==> config.mk <==
export PLATFORM = sky130hd
export DESIGN_NAME = uart_rx_cmd_flat
export DESIGN_NICKNAME = d
export VERILOG_FILES = /design/src/rtl/uart_rx_cmd_pkg.sv /design/src/rtl/uart_rx_cmd_if.sv /design/src/rtl/uart_rx_byte.sv /design/src/rtl/uart_rx_cmd.sv /design/src/flat_wrapper.sv
export SDC_FILE = /design/constraint.sdc
export NUM_CORES = 1
export LEC_CHECK = 0
export BUFFER_PORTS_ARGS = -buffer_cell sky130_fd_sc_hd__buf_2
export CAP_MARGIN = 20
export CELL_PAD_IN_SITES_DETAIL_PLACEMENT = 0
export CELL_PAD_IN_SITES_GLOBAL_PLACEMENT = 1
export CORE_MARGIN = 2
export CORE_UTILIZATION = 41
export CTS_BUF_LIST = sky130_fd_sc_hd__clkbuf_16
export DETAILED_ROUTE_END_ITERATION = 6
export PLACE_DENSITY_LB_ADDON = 0.15
export REMOVE_ABC_BUFFERS = 1
export SLEW_MARGIN = 40
export SYNTH_ARGS = -nofsm -noshare
export SYNTH_HDL_FRONTEND = slang
export SYNTH_SLANG_ARGS = --single-unit
==> constraint.sdc <==
create_clock -name clk -period 2.42 [get_ports clk]
set_input_delay 0.484 -clock clk [delete_from_list [all_inputs] [get_ports clk]]
set_output_delay 0.484 -clock clk [all_outputs]
set_load 0.02 [all_outputs]
==> src/rtl/uart_rx_cmd_pkg.sv <==
// uart_rx_cmd_pkg: shared command codes, header default and FSM state encodings
package uart_rx_cmd_pkg;
  localparam logic [7:0] CMD_FAN = 8'h01;
  localparam logic [7:0] CMD_BUZ = 8'h02;
  localparam logic [7:0] CMD_ALL_OFF = 8'h03;
  localparam logic [7:0] HEADER_DEF = 8'hAA;
  typedef enum logic [2:0] {B_IDLE, B_START, B_DATA, B_STOP, B_BREAK} byte_st_e;
  typedef enum logic [1:0] {P_HDR, P_CMD, P_ARG, P_SUM} pkt_st_e;
endpackage

==> src/rtl/uart_rx_cmd_if.sv <==
// uart_rx_cmd_if: serial input plus received-byte, command and actuator outputs
interface uart_rx_cmd_if;
  logic rxd;
  logic [7:0] rx_data, cmd_code, cmd_arg;
  logic rx_done, frame_err, cmd_valid, cmd_err, fan_on, buzzer_on;
  modport master (output rxd, input rx_data, rx_done, frame_err, cmd_valid, cmd_code, cmd_arg, cmd_err, fan_on, buzzer_on);
  modport slave (input rxd, output rx_data, rx_done, frame_err, cmd_valid, cmd_code, cmd_arg, cmd_err, fan_on, buzzer_on);
endinterface

==> src/rtl/uart_rx_byte.sv <==
// uart_rx_byte: 8N1 byte receiver (in: clk, rst, rxd; out: rx_data, rx_done, frame_err)
module uart_rx_byte import uart_rx_cmd_pkg::*; #(
  parameter int CLK_FREQ = 50_000_000,
  parameter int BAUD = 9600
) (
  input  logic       clk,
  input  logic       rst,
  input  logic       rxd,
  output logic [7:0] rx_data,
  output logic       rx_done,
  output logic       frame_err
);
  localparam int BIT_CNT = CLK_FREQ / BAUD;
  localparam int CW = $clog2(BIT_CNT + 1);
  localparam logic [CW-1:0] FULL = CW'(BIT_CNT - 1);
  localparam logic [CW-1:0] HALF = CW'(BIT_CNT / 2 - 1);
  logic s1_q, s2_q, s3_q;
  byte_st_e st_q, st_d;
  logic [CW-1:0] cnt_q, cnt_d;
  logic [2:0] bit_q, bit_d;
  logic [7:0] sh_q, sh_d, data_q, data_d;
  logic done_q, done_d, ferr_q, ferr_d;
  always_ff @(posedge clk) begin
    if (rst) begin
      s1_q <= 1'b1;
      s2_q <= 1'b1;
      s3_q <= 1'b1;
      st_q <= B_IDLE;
      cnt_q <= '0;
      bit_q <= '0;
      sh_q <= '0;
      data_q <= '0;
      done_q <= 1'b0;
      ferr_q <= 1'b0;
    end else begin
      s1_q <= rxd;
      s2_q <= s1_q;
      s3_q <= s2_q;
      st_q <= st_d;
      cnt_q <= cnt_d;
      bit_q <= bit_d;
      sh_q <= sh_d;
      data_q <= data_d;
      done_q <= done_d;
      ferr_q <= ferr_d;
    end
  end
  always_comb begin
    st_d = st_q;
    cnt_d = cnt_q + 1'b1;
    bit_d = bit_q;
    sh_d = sh_q;
    data_d = data_q;
    done_d = 1'b0;
    ferr_d = 1'b0;
    case (st_q)
      B_IDLE: begin
        cnt_d = '0;
        st_d = (s3_q & ~s2_q) ? B_START : B_IDLE;
      end
      B_START: if (cnt_q == HALF) begin
        cnt_d = '0;
        bit_d = '0;
        st_d = s2_q ? B_IDLE : B_DATA;
      end
      B_DATA: if (cnt_q == FULL) begin
        cnt_d = '0;
        sh_d = {s2_q, sh_q[7:1]};
        bit_d = bit_q + 1'b1;
        st_d = (bit_q == 3'd7) ? B_STOP : B_DATA;
      end
      B_STOP: if (cnt_q == FULL) begin
        cnt_d = '0;
        st_d = s2_q ? B_IDLE : B_BREAK;
        done_d = s2_q;
        ferr_d = ~s2_q;
        data_d = s2_q ? sh_q : data_q;
      end
      B_BREAK: begin
        cnt_d = '0;
        st_d = s2_q ? B_IDLE : B_BREAK;
      end
      default: st_d = B_IDLE;
    endcase
  end
  assign rx_data = data_q;
  assign rx_done = done_q;
  assign frame_err = ferr_q;
endmodule

==> src/rtl/uart_rx_cmd.sv <==
// uart_rx_cmd: UART command-packet receiver (in: clk, rst, bus.rxd; out: bus bytes, command pulses, fan/buzzer levels)
module uart_rx_cmd import uart_rx_cmd_pkg::*; #(
  parameter int CLK_FREQ = 50_000_000,
  parameter int BAUD = 9600,
  parameter logic [7:0] HEADER = HEADER_DEF,
  parameter int TIMEOUT_BITS = 20
) (
  input logic clk,
  input logic rst,
  uart_rx_cmd_if.slave bus
);
  localparam int LIMIT = TIMEOUT_BITS * (CLK_FREQ / BAUD);
  localparam int TW = $clog2(LIMIT + 1);
  logic [7:0] byte_w;
  logic done_w, ferr_w;
  pkt_st_e pst_q, pst_d;
  logic [7:0] cmd_q, cmd_d, arg_q, arg_d, code_q, code_d, carg_q, carg_d;
  logic [TW-1:0] tmo_q, tmo_d;
  logic vld_q, vld_d, err_q, err_d, fan_q, fan_d, buz_q, buz_d;
  uart_rx_byte #(.CLK_FREQ(CLK_FREQ), .BAUD(BAUD)) u_byte (
    .clk(clk), .rst(rst), .rxd(bus.rxd), .rx_data(byte_w), .rx_done(done_w), .frame_err(ferr_w)
  );
  always_ff @(posedge clk) begin
    if (rst) begin
      pst_q <= P_HDR;
      cmd_q <= '0;
      arg_q <= '0;
      code_q <= '0;
      carg_q <= '0;
      tmo_q <= '0;
      vld_q <= 1'b0;
      err_q <= 1'b0;
      fan_q <= 1'b0;
      buz_q <= 1'b0;
    end else begin
      pst_q <= pst_d;
      cmd_q <= cmd_d;
      arg_q <= arg_d;
      code_q <= code_d;
      carg_q <= carg_d;
      tmo_q <= tmo_d;
      vld_q <= vld_d;
      err_q <= err_d;
      fan_q <= fan_d;
      buz_q <= buz_d;
    end
  end
  always_comb begin
    pst_d = pst_q;
    cmd_d = cmd_q;
    arg_d = arg_q;
    code_d = code_q;
    carg_d = carg_q;
    vld_d = 1'b0;
    err_d = 1'b0;
    fan_d = fan_q;
    buz_d = buz_q;
    tmo_d = (pst_q == P_HDR || done_w) ? '0 : tmo_q + 1'b1;
    if (done_w) begin
      case (pst_q)
        P_HDR: pst_d = (byte_w == HEADER) ? P_CMD : P_HDR;
        P_CMD: begin
          cmd_d = byte_w;
          pst_d = P_ARG;
        end
        P_ARG: begin
          arg_d = byte_w;
          pst_d = P_SUM;
        end
        P_SUM: begin
          pst_d = P_HDR;
          vld_d = byte_w == 8'(cmd_q + arg_q);
          err_d = ~vld_d;
          code_d = vld_d ? cmd_q : code_q;
          carg_d = vld_d ? arg_q : carg_q;
          fan_d = !vld_d ? fan_q : cmd_q == CMD_FAN ? |arg_q : cmd_q == CMD_ALL_OFF ? 1'b0 : fan_q;
          buz_d = !vld_d ? buz_q : cmd_q == CMD_BUZ ? |arg_q : cmd_q == CMD_ALL_OFF ? 1'b0 : buz_q;
        end
        default: pst_d = P_HDR;
      endcase
    end else if (pst_q != P_HDR && (ferr_w || tmo_d == TW'(LIMIT))) begin
      pst_d = P_HDR;
      tmo_d = '0;
    end
  end
  assign bus.rx_data = byte_w;
  assign bus.rx_done = done_w;
  assign bus.frame_err = ferr_w;
  assign bus.cmd_valid = vld_q;
  assign bus.cmd_err = err_q;
  assign bus.cmd_code = code_q;
  assign bus.cmd_arg = carg_q;
  assign bus.fan_on = fan_q;
  assign bus.buzzer_on = buz_q;
endmodule

==> src/flat_wrapper.sv <==
// flat-port wrapper written by rule: the top's interface ports become plain ports
module uart_rx_cmd_flat import uart_rx_cmd_pkg::*;
#(
  parameter int CLK_FREQ = 50_000_000,
  parameter int BAUD = 9600,
  parameter logic [7:0] HEADER = HEADER_DEF,
  parameter int TIMEOUT_BITS = 20
)
  (clk, rst, bus_rxd, bus_rx_data, bus_rx_done, bus_frame_err, bus_cmd_valid, bus_cmd_code, bus_cmd_arg, bus_cmd_err, bus_fan_on, bus_buzzer_on);
  uart_rx_cmd_if bus_i ();
  input logic clk;
  input logic rst;
  input wire logic [$bits(bus_i.rxd)-1:0] bus_rxd;
  output wire logic [$bits(bus_i.rx_data)-1:0] bus_rx_data;
  output wire logic [$bits(bus_i.rx_done)-1:0] bus_rx_done;
  output wire logic [$bits(bus_i.frame_err)-1:0] bus_frame_err;
  output wire logic [$bits(bus_i.cmd_valid)-1:0] bus_cmd_valid;
  output wire logic [$bits(bus_i.cmd_code)-1:0] bus_cmd_code;
  output wire logic [$bits(bus_i.cmd_arg)-1:0] bus_cmd_arg;
  output wire logic [$bits(bus_i.cmd_err)-1:0] bus_cmd_err;
  output wire logic [$bits(bus_i.fan_on)-1:0] bus_fan_on;
  output wire logic [$bits(bus_i.buzzer_on)-1:0] bus_buzzer_on;
  assign bus_i.rxd = bus_rxd;
  assign bus_rx_data = bus_i.rx_data;
  assign bus_rx_done = bus_i.rx_done;
  assign bus_frame_err = bus_i.frame_err;
  assign bus_cmd_valid = bus_i.cmd_valid;
  assign bus_cmd_code = bus_i.cmd_code;
  assign bus_cmd_arg = bus_i.cmd_arg;
  assign bus_cmd_err = bus_i.cmd_err;
  assign bus_fan_on = bus_i.fan_on;
  assign bus_buzzer_on = bus_i.buzzer_on;
  uart_rx_cmd #(.CLK_FREQ(CLK_FREQ), .BAUD(BAUD), .HEADER(HEADER), .TIMEOUT_BITS(TIMEOUT_BITS)) u_core (.clk(clk), .rst(rst), .bus(bus_i));
endmodule
After elaboration in Yosys (flattened, before gate mapping)
Cells that the tools add are included.
{ "totals": {"register_bits": 95, "in_bits": 3, "out_inout_bits": 30} }
{ "classes": {"n_addsub": 4, "n_eq_ne": 19, "n_mux": 24, "n_bitwise": 7, "n_reduce_logical": 24} }
{ "op_table": {"columns": ["operator", "count"], "rows": [
  ["two-way mux 17 bit", 3],
  ["one-hot mux 13 bit (3 select lines)", 1],
  ["two-way mux 13 bit", 2],
  ["two-way mux 3 bit", 6],
  ["adder 17 x 1 -> 17 bit, second input constant", 1],
  ["equality test 17 bit, second input constant", 1],
  ["equality test 8 x 2 -> 1 bit, second input constant", 2],
  ["one-hot mux 3 bit (5 select lines)", 1],
  ["adder 13 x 1 -> 13 bit, second input constant", 1],
  ["equality test 13 x 12 -> 1 bit, second input constant", 1],
  ["equality test 13 bit, second input constant", 1],
  ["AND reduction 3 bit", 4],
  ["nonzero test 2 bit", 5],
  ["adder 8 bit", 1],
  ["equality test 8 x 1 -> 1 bit, second input constant", 1],
  ["equality test 8 bit", 1],
  ["equality test 8 bit, second input constant", 1],
  ["one-hot mux 2 bit (4 select lines)", 1],
  ["AND reduction 4 bit", 2],
  ["OR reduction 8 bit", 1],
  ["equality test 3 x 2 -> 1 bit, second input constant", 2],
  ["equality test 3 bit, second input constant", 2],
  ["two-way mux 1 bit", 6],
  ["two-way mux 2 bit", 3],
  ["15 further kinds", 28]
]} }

Longest topological paths before layout
Gate-level depths: netlist (run 1).
{ "depth": {"ltp_word": 8, "ltp_mapped": 10, "ltp_nobuf": 8} }

Cells and area by module
From an unflattened synthesis (run 1), not the netlist that was laid out.
{ "unflattened": {"hier_cells": 531, "area_unflattened_um2": 4775.8} }
{ "modules_own_cells": {"columns": ["mod", "instances", "cells_each", "area_per_inst_um2", "seq_area_each_um2"], "rows": [
  ["uart_rx_cmd", 1, 336, 2992.9, 1101.1],
  ["uart_rx_byte", 1, 195, 1783.0, 800.8]
]} }

Least setup slack after synthesis (run 1)
Ideal clock, no wire load.
{ "synth_timing": {"path_type": "reg2reg", "startpoint": "reg u_core.arg_q[0]", "endpoint": "reg u_core.carg_q[0] (netlist: u_core.bus.cmd_arg[0])", "setup_time_ns": 0.132, "t_arrival_ns": 2.510, "required_ns": 2.288, "slack_ns": -0.222, "stages_incl_launch_ff": 11, "path_cell_list": "dfxtp_1 -> ha_1 -> fa_1 -> a211oi_2 -> nor3_1 -> nand4b_1 -> or4_1 -> buf_2 -> buf_2 -> o31ai_1 -> a21oi_1"} }
{ "synth_via": {"elab_chain_cells": 3} }
{ "synth_rtl": {"columns": ["element", "line_no", "rtl"], "rows": [
  ["start: declaration", "uart_rx_cmd.sv:17", "logic [7:0] cmd_q, cmd_d, arg_q, arg_d, code_q, code_d, carg_q, carg_d;"],
  ["start signal: assignment", "uart_rx_cmd.sv:38", "arg_q <= arg_d;"],
  ["adder 8 bit", "uart_rx_cmd.sv:72", "vld_d = byte_w == 8'(cmd_q + arg_q);"],
  ["equality test 8 bit", "uart_rx_cmd.sv:72", null],
  ["AND reduction 3 bit (no line)", null, null],
  ["end signal: assignment", "uart_rx_cmd.sv:40", "carg_q <= carg_d;"],
  ["end: declaration", "uart_rx_cmd.sv:17", null]
]} }
Parallel ways exist; a longest one is shown, timed or not.
A chain may end at the register's enable or synchronous reset.

Worst setup path after layout (run 1)
{ "layout_timing": {"startpoint": "reg u_core.arg_q[0]", "endpoint": "reg u_core.carg_q[2] (netlist: u_core.bus.cmd_arg[2])"} }
{ "layout_via": {"elab_chain_cells": 3} }
{ "layout_rtl": {"columns": ["element", "line_no"], "rows": [
  ["adder 8 bit", "uart_rx_cmd.sv:72"],
  ["equality test 8 bit", "uart_rx_cmd.sv:72"],
  ["AND reduction 3 bit (no line)", null]
]} }
No other way between the ends.

==> impl_metrics.yaml, run 1 <==
sta:
  rsz0062_at_grt: "yes"
  finalCritPeriodShare: 1.071
  period_needed_ns: 2.592
  setup_viol: 19
  hold_slack_ns: 0.3124
  setup_tns_ns: -2.723
  finalHoldViolCount: 0
  drv_slew: 0
  relSlewSlack: 0.3279
  worst_slew_pin_slew_ns: 1.006
  setup_ws_ns: -0.1719
  fin_skew_ns: 0.006733
  fmax_mhz: 385.8
critical_path:
  crit_arrival_ns: 2.82
  cp-start-kind: "flip-flop"
  required_ns: 2.65
  crit_path_max_fanout: 9
  end_kind: "flip-flop"
  crit_type: "reg -> reg"
  crit_chain: "ha_4 -> fa_2 -> a211oi_2 -> nor3_1 -> nand4b_1 -> or4_4 -> buf_12 -> o31ai_2 -> a21oi_1"
  slowest_stage: "or4_4"
  max_stage_delay_ns: 0.50
  r2r_cells: 9
status:
  outcome: "finished, violations left"
  violations: "setup timing"
routing:
  first_iter_violations: 157
  totalWireLength_mm: 11.42
  first_pass_iters: 4
  drc_errors: 0
  postRouteAntennaNets: 0
  wl_per_cell_um: 15.08
  vias_per_cell: 5.513
  num_vias: 4173
floorplan:
  die_h_um: 111.0
  ios: 33
  row_count: 39
  dieArea_um2: 12330
  start_util: 0.4149
  core_um2: 11320
  die_w_um: 111.0
logic_synthesis:
  synth_area_leaders: "dfxtp_1, a21oi_1, nor2_1, mux2i_1, ha_1"
  synth_top_area_share: 0.4049
  synth_top_area_cell: "dfxtp_1"
  synth_common_cells: "dfxtp_1, nor2_1, nand2_1, a21oi_1, nand3_1"
  yosysSeqAreaShare: 0.4049
  async_reset_ff_frac: 0
  synth_seq_cells: 95
  syn_area_per_cell_um2: 8.634
  ys_warn_count: 0
  syn_inst: 544
  syn_area_um2: 4697
  yosysMostFrequentCell: "dfxtp_1"
  synth_edf_count: 0
  synth_top_flop_cell: "dfxtp_1"
  ys_types: 59
power:
  power_leakage_nw: 2.274
  ir_drop_mv: 0.4378
  power_density_nw_per_um2: 549.1
  p_total_w: 0.003222
layout:
  fin_nets: 628
  final_cells: 757
  antenna_cells: 0
  drive_above_1_share: 0.2296
  syn_to_final_growth_pct: 24.91
global_route:
  grt_pass1_wl_mm: 18.85
  first_global_vias: 3886
  use_met3: 0.04429
  grt-busiest-layer: "met2"
  met1_usage: 0.2629
  antenna_found_initial: 0
  grt_max_degree: 66
  grt_overflow: 0
  track_usage: 0.1859
  grt_use_met2: 0.2765
clock_tree:
  numCtsBuffers: 9
  cts_hold_buf: 0
  cts_tree: "done"
  cts.sinks: 95
  clk_latency_ns: 0.36
  path_clk_slew_ns: 0.07
  cts_root_buf: "clkbuf_16"
  htree_levels: 3
  clockBufferDepth: 2
min_path:
  min_path_type: "in -> reg"
  min_path_cells: 2
placement:
  dp.cells: 736
  port_buffers: 32
  gp_congestion: 0.8575
  dp_hpwl_mm: 7.864
job:
  drv_cap: 0
per-stage QoR:
step / worst slack [ns] / util / cell area (um2)
5_1_grt: -0.3055 / 0.5182 / 5867
6_report: -0.1719 / 0.5182 / 5867
3_5_place_dp: -0.2248 / 0.4694 / 5314
2_1_floorplan: -0.3530 / - / 4572
3_3_place_gp: -0.1469 / 0.4694 / 5314
4_1_cts: -0.07014 / 0.5011 / 5673
report_power, final:
group | internal [W] | switching (W)
Sequential | 0.00158 | 0.0000197
Combinational | 0.0000611 | 0.000124
Clock | 0.000802 | 0.000633
final timing paths:
path                                 startpoint  slack [ns]                            endpoint
hold reg to reg   u_core.u_byte.s1_q$_SDFF_PP1_        0.42       u_core.u_byte.s2_q$_SDFF_PP1_
setup / recovery   u_core.arg_q[0]$_SDFFE_PP0P_       -0.17  u_core.bus.cmd_arg[2]$_SDFFE_PP0P_
setup reg to reg   u_core.arg_q[0]$_SDFFE_PP0P_       -0.17  u_core.bus.cmd_arg[2]$_SDFFE_PP0P_
hold / removal                          bus_rxd        0.31       u_core.u_byte.s1_q$_SDFF_PP1_
flip-flops by register name, indices dropped and copies added (netlist names):
| register | count |
|---|---|
| u_core.u_byte.rx_done | 1 |
| u_core.cmd_q | 8 |
| u_core.u_byte.cnt_q | 13 |
| u_core.u_byte.rx_data | 8 |
| u_core.arg_q | 8 |
| u_core.tmo_q | 17 |
| u_core.u_byte.st_q | 3 |
| u_core.bus.cmd_code | 8 |
| u_core.bus.buzzer_on | 1 |
| u_core.bus.cmd_err | 1 |
| u_core.u_byte.s1_q | 1 |
| u_core.u_byte.s2_q | 1 |
| u_core.bus.cmd_arg | 8 |
| u_core.bus.cmd_valid | 1 |
| u_core.bus.fan_on | 1 |
| u_core.u_byte.bit_q | 3 |
| u_core.pst_q | 2 |
| u_core.u_byte.sh_q | 8 |
| u_core.u_byte.s3_q | 1 |
| u_core.u_byte.frame_err | 1 |
routing by layer:
metal | wire length (um) | vias to the layer above
met4 | 176 | 0
met1 | 5681 | 1975
met3 | 496 | 15
met5 | 0 | -
li1 | - | 2104
met2 | 5061 | 79
cell usage in the layout, fill, tap and decap left out, types with 4 or more instances in the layout:
master	synthesis	routed
or2_2	5	5
xor2_1	16	15
nand2_1	49	49
buf_12	0	5
buf_4	0	45
and2_1	4	4
dfxtp_1	95	91
nand2b_1	10	10
xnor2_1	14	14
nand3_1	24	24
mux2i_1	19	19
clkbuf_16	0	10
nor4_1	8	7
nand3b_1	5	5
nor3_1	13	13
inv_1	8	8
o31ai_2	0	8
o21ai_0	14	14
ha_1	15	14
or3_1	4	4
a211oi_1	5	5
nor2_1	54	54
o31ai_1	17	5
buf_2	10	32
dfxtp_2	0	4
and3_1	9	9
o31ai_4	0	4
nand4_1	23	23
a21o_1	5	5
a21oi_1	43	41
area by class of cell:
type / instances / area, um2
fillers: 1084 / 5454
multi-input cells: 411 / 2818
flip-flops and latches: 95 / 1907
repair buffers: 84 / 634.4
clock buffers: 9 / 225.2
well taps: 143 / 178.9
clock inverters: 7 / 73.82
inverters: 8 / 30.03
worst max-delay path: cells and delay by family, from the launching register on:
kind / cells / cell delay (ns)
flops: 1 / 0.34
compound gates: 3 / 0.60
fa+ha+maj: 2 / 0.54
simple gates: 3 / 0.80
buf+inv: 1 / 0.18
cell families (layout without fill, tap and decap cells):
| kind of cell | Yosys count | in the layout | synth area share |
|---|---|---|---|
| simple gates | 238 | 238 | 0.2762 |
| fa+ha+maj | 16 | 16 | 0.04422 |
| buf+inv | 38 | 108 | 0.03303 |
| flops | 95 | 95 | 0.4049 |
| compound gates | 108 | 108 | 0.1452 |
| xor+xnor | 30 | 30 | 0.05594 |
| mux | 19 | 19 | 0.04049 |
what timing repair did:
action / 4_1_cts / 5_1_grt
buffers inserted: 1 / 1
setup endpoints to repair: 19 / 33
pin swaps: 0 / 1
gates cloned: 0 / 3
resized for setup: 13 / 28
endpoints found under the hold margin: 0 / 0
(Power assumes the default switching activity.)
==> run 2, diff against run 1 <==
--- a/config.mk
+++ b/config.mk
@@ -15,6 +15,7 @@
 export DETAILED_ROUTE_END_ITERATION = 6
 export PLACE_DENSITY_LB_ADDON = 0.15
 export REMOVE_ABC_BUFFERS = 1
+export SKIP_LAST_GASP = 1
 export SLEW_MARGIN = 40
 export SYNTH_ARGS = -nofsm -noshare
 export SYNTH_HDL_FRONTEND = slang
==> impl_metrics.yaml, run 2 (synthesis gave the netlist of run 1 again) <==
min_path:
  min_path_type: "in -> reg"
  min_from: "bus_rxd"
power:
  power_leakage_nw: 2.274
  ir_drop_mv: 0.4378
  pwr-share-comb: 0.057
  power.share.switching: 0.2411
  internal_power_w: 0.002445
  p_sw_w: 0.0007766
  p_total_w: 0.003222
  clockPowerShare: 0.446
  power_density_nw_per_um2: 549.1
  seqPwrFrac: 0.497
layout:
  nFillCells: 1084
  seqCellArea_um2: 1907
  layout_common_cells: "dfxtp_1, nor2_1, nand2_1"
  final_common_cell: "dfxtp_1"
  largest_reg_flops: 17
  drive_above_1_share: 0.2296
  top_register: "u_core.tmo_q"
  antenna_cells: 0
  syn_to_final_growth_pct: 24.91
  top_regs: "u_core.tmo_q (17), u_core.u_byte.cnt_q (13)"
  post-route-util: 0.5182
  multi_input_area_um2: 2818
  fin_nets: 628
job:
  drv_cap: 0
status:
  violations: "setup timing"
  outcome: "finished, violations left"
sta:
  period_needed_ns: 2.592
  setup_viol: 19
  relSlewSlack: 0.3279
  rsz0062_at_grt: "yes"
  setup_tns_ns: -2.723
  drv_slew: 0
  fmax_mhz: 385.8
  worst_slew_pin_slew_ns: 1.006
  fin_skew_ns: 0.006733
  finalCritPeriodShare: 1.071
  finalHoldViolCount: 0
  hold_slack_ns: 0.3124
  setup_ws_ns: -0.1719
clock_tree:
  path_clk_slew_ns: 0.07
  clockBufferDepth: 2
  htree_levels: 3
  clk_latency_ns: 0.36
  numCtsBuffers: 9
  cts.sinks: 95
  cts_root_buf: "clkbuf_16"
  cts_tree: "done"
routing:
  drc_errors: 0
  first_iter_violations: 157
  totalWireLength_mm: 11.42
  vias_per_cell: 5.513
  postRouteAntennaNets: 0
  num_vias: 4173
  wl_per_cell_um: 15.08
  first_pass_iters: 4
placement:
  place_worst_setup_slack_ns: -0.2248
  port_buffers: 32
  dp_hpwl_mm: 7.864
  gp_congestion: 0.8575
critical_path:
  crit_path_max_fanout: 9
  crit_arrival_ns: 2.82
  rrSetupSlack_ns: -0.17
  timing.rr.start: "u_core.arg_q[0]$_SDFFE_PP0P_"
  crit_start: "u_core.arg_q[0]$_SDFFE_PP0P_"
  crit_type: "reg -> reg"
  cp-start-kind: "flip-flop"
  required_ns: 2.65
  end_kind: "flip-flop"
global_route:
  grt_max_degree: 66
  antenna_found_initial: 0
  grt_overflow: 0
  track_usage: 0.1859
  grt_pass1_wl_mm: 18.85
  first_global_vias: 3886
floorplan:
  ios: 33
  core_um2: 11320
  die_h_um: 111.0
  die_w_um: 111.0
  dieArea_um2: 12330
  start_util: 0.4149
  row_count: 39
==> run 2: power groups by stage <==
stage | Combinational (W) | Clock (W) | Sequential, W
2_1_floorplan | 0.000109 | 0 | 0.00163
3_3_place_gp | 0.000181 | 0 | 0.00164
3_5_place_dp | 0.000181 | 0 | 0.00164
4_1_cts | 0.000182 | 0.00148 | 0.00160
5_1_grt | 0.000210 | 0.00155 | 0.00160
6_report | 0.000185 | 0.00144 | 0.00160
==> run 2: metrics by stage <==
| step | instance area [um2] | instances |
|---|---|---|
| 2_1_floorplan | 4572 | 514 |
| 3_3_place_gp | 5314 | 736 |
| 3_5_place_dp | 5314 | 736 |
| 4_1_cts | 5672 | 753 |
| 5_1_grt | 5867 | 757 |
| 6_report | 5867 | 757 |
==> run 2: area by class of cell <==
class / instances / area share
Clock buffer: 9 / 0.03839
Clock inverter: 7 / 0.01258
Inverter: 8 / 0.005118
Multi-Input combinational cell: 411 / 0.4803
Sequential cell: 95 / 0.3250
Tap cell: 143 / 0.03050
Timing Repair Buffer: 84 / 0.1081
==> run 2: final timing paths <==
check,to,cells after the start
setup / recovery,u_core.bus.cmd_arg[2]$_SDFFE_PP0P_,9
hold / removal,u_core.u_byte.s1_q$_SDFF_PP1_,2
setup reg to reg,u_core.bus.cmd_arg[2]$_SDFFE_PP0P_,9
hold reg to reg,u_core.u_byte.s2_q$_SDFF_PP1_,1
==> run 2: repair_timing <==
item / 4_1_cts / 5_1_grt
gates resized for setup: 12 / 29
pin swaps: 0 / 1
setup endpoints to repair: 19 / 33
gates cloned: 0 / 3
buffers inserted: 1 / 1
hold buffers: 0 / 0
==> run 2: worst max-delay path, cell delays in order (launching register included) <==
cell and delay [ns]:
dfxtp_2 0.34, ha_4 0.16, fa_2 0.38, a211oi_2 0.24, nor3_1 0.09, nand4b_1 0.21
or4_4 0.50, buf_12 0.18, o31ai_2 0.25, a21oi_1 0.11
==> run 2: routing by layer <==
layer / global-route usage / part of all wire
met1: 0.2629 / 0.50
met5: 0 / 0
met3: 0.04429 / 0.043
met4: 0.06914 / 0.015
met2: 0.2765 / 0.44
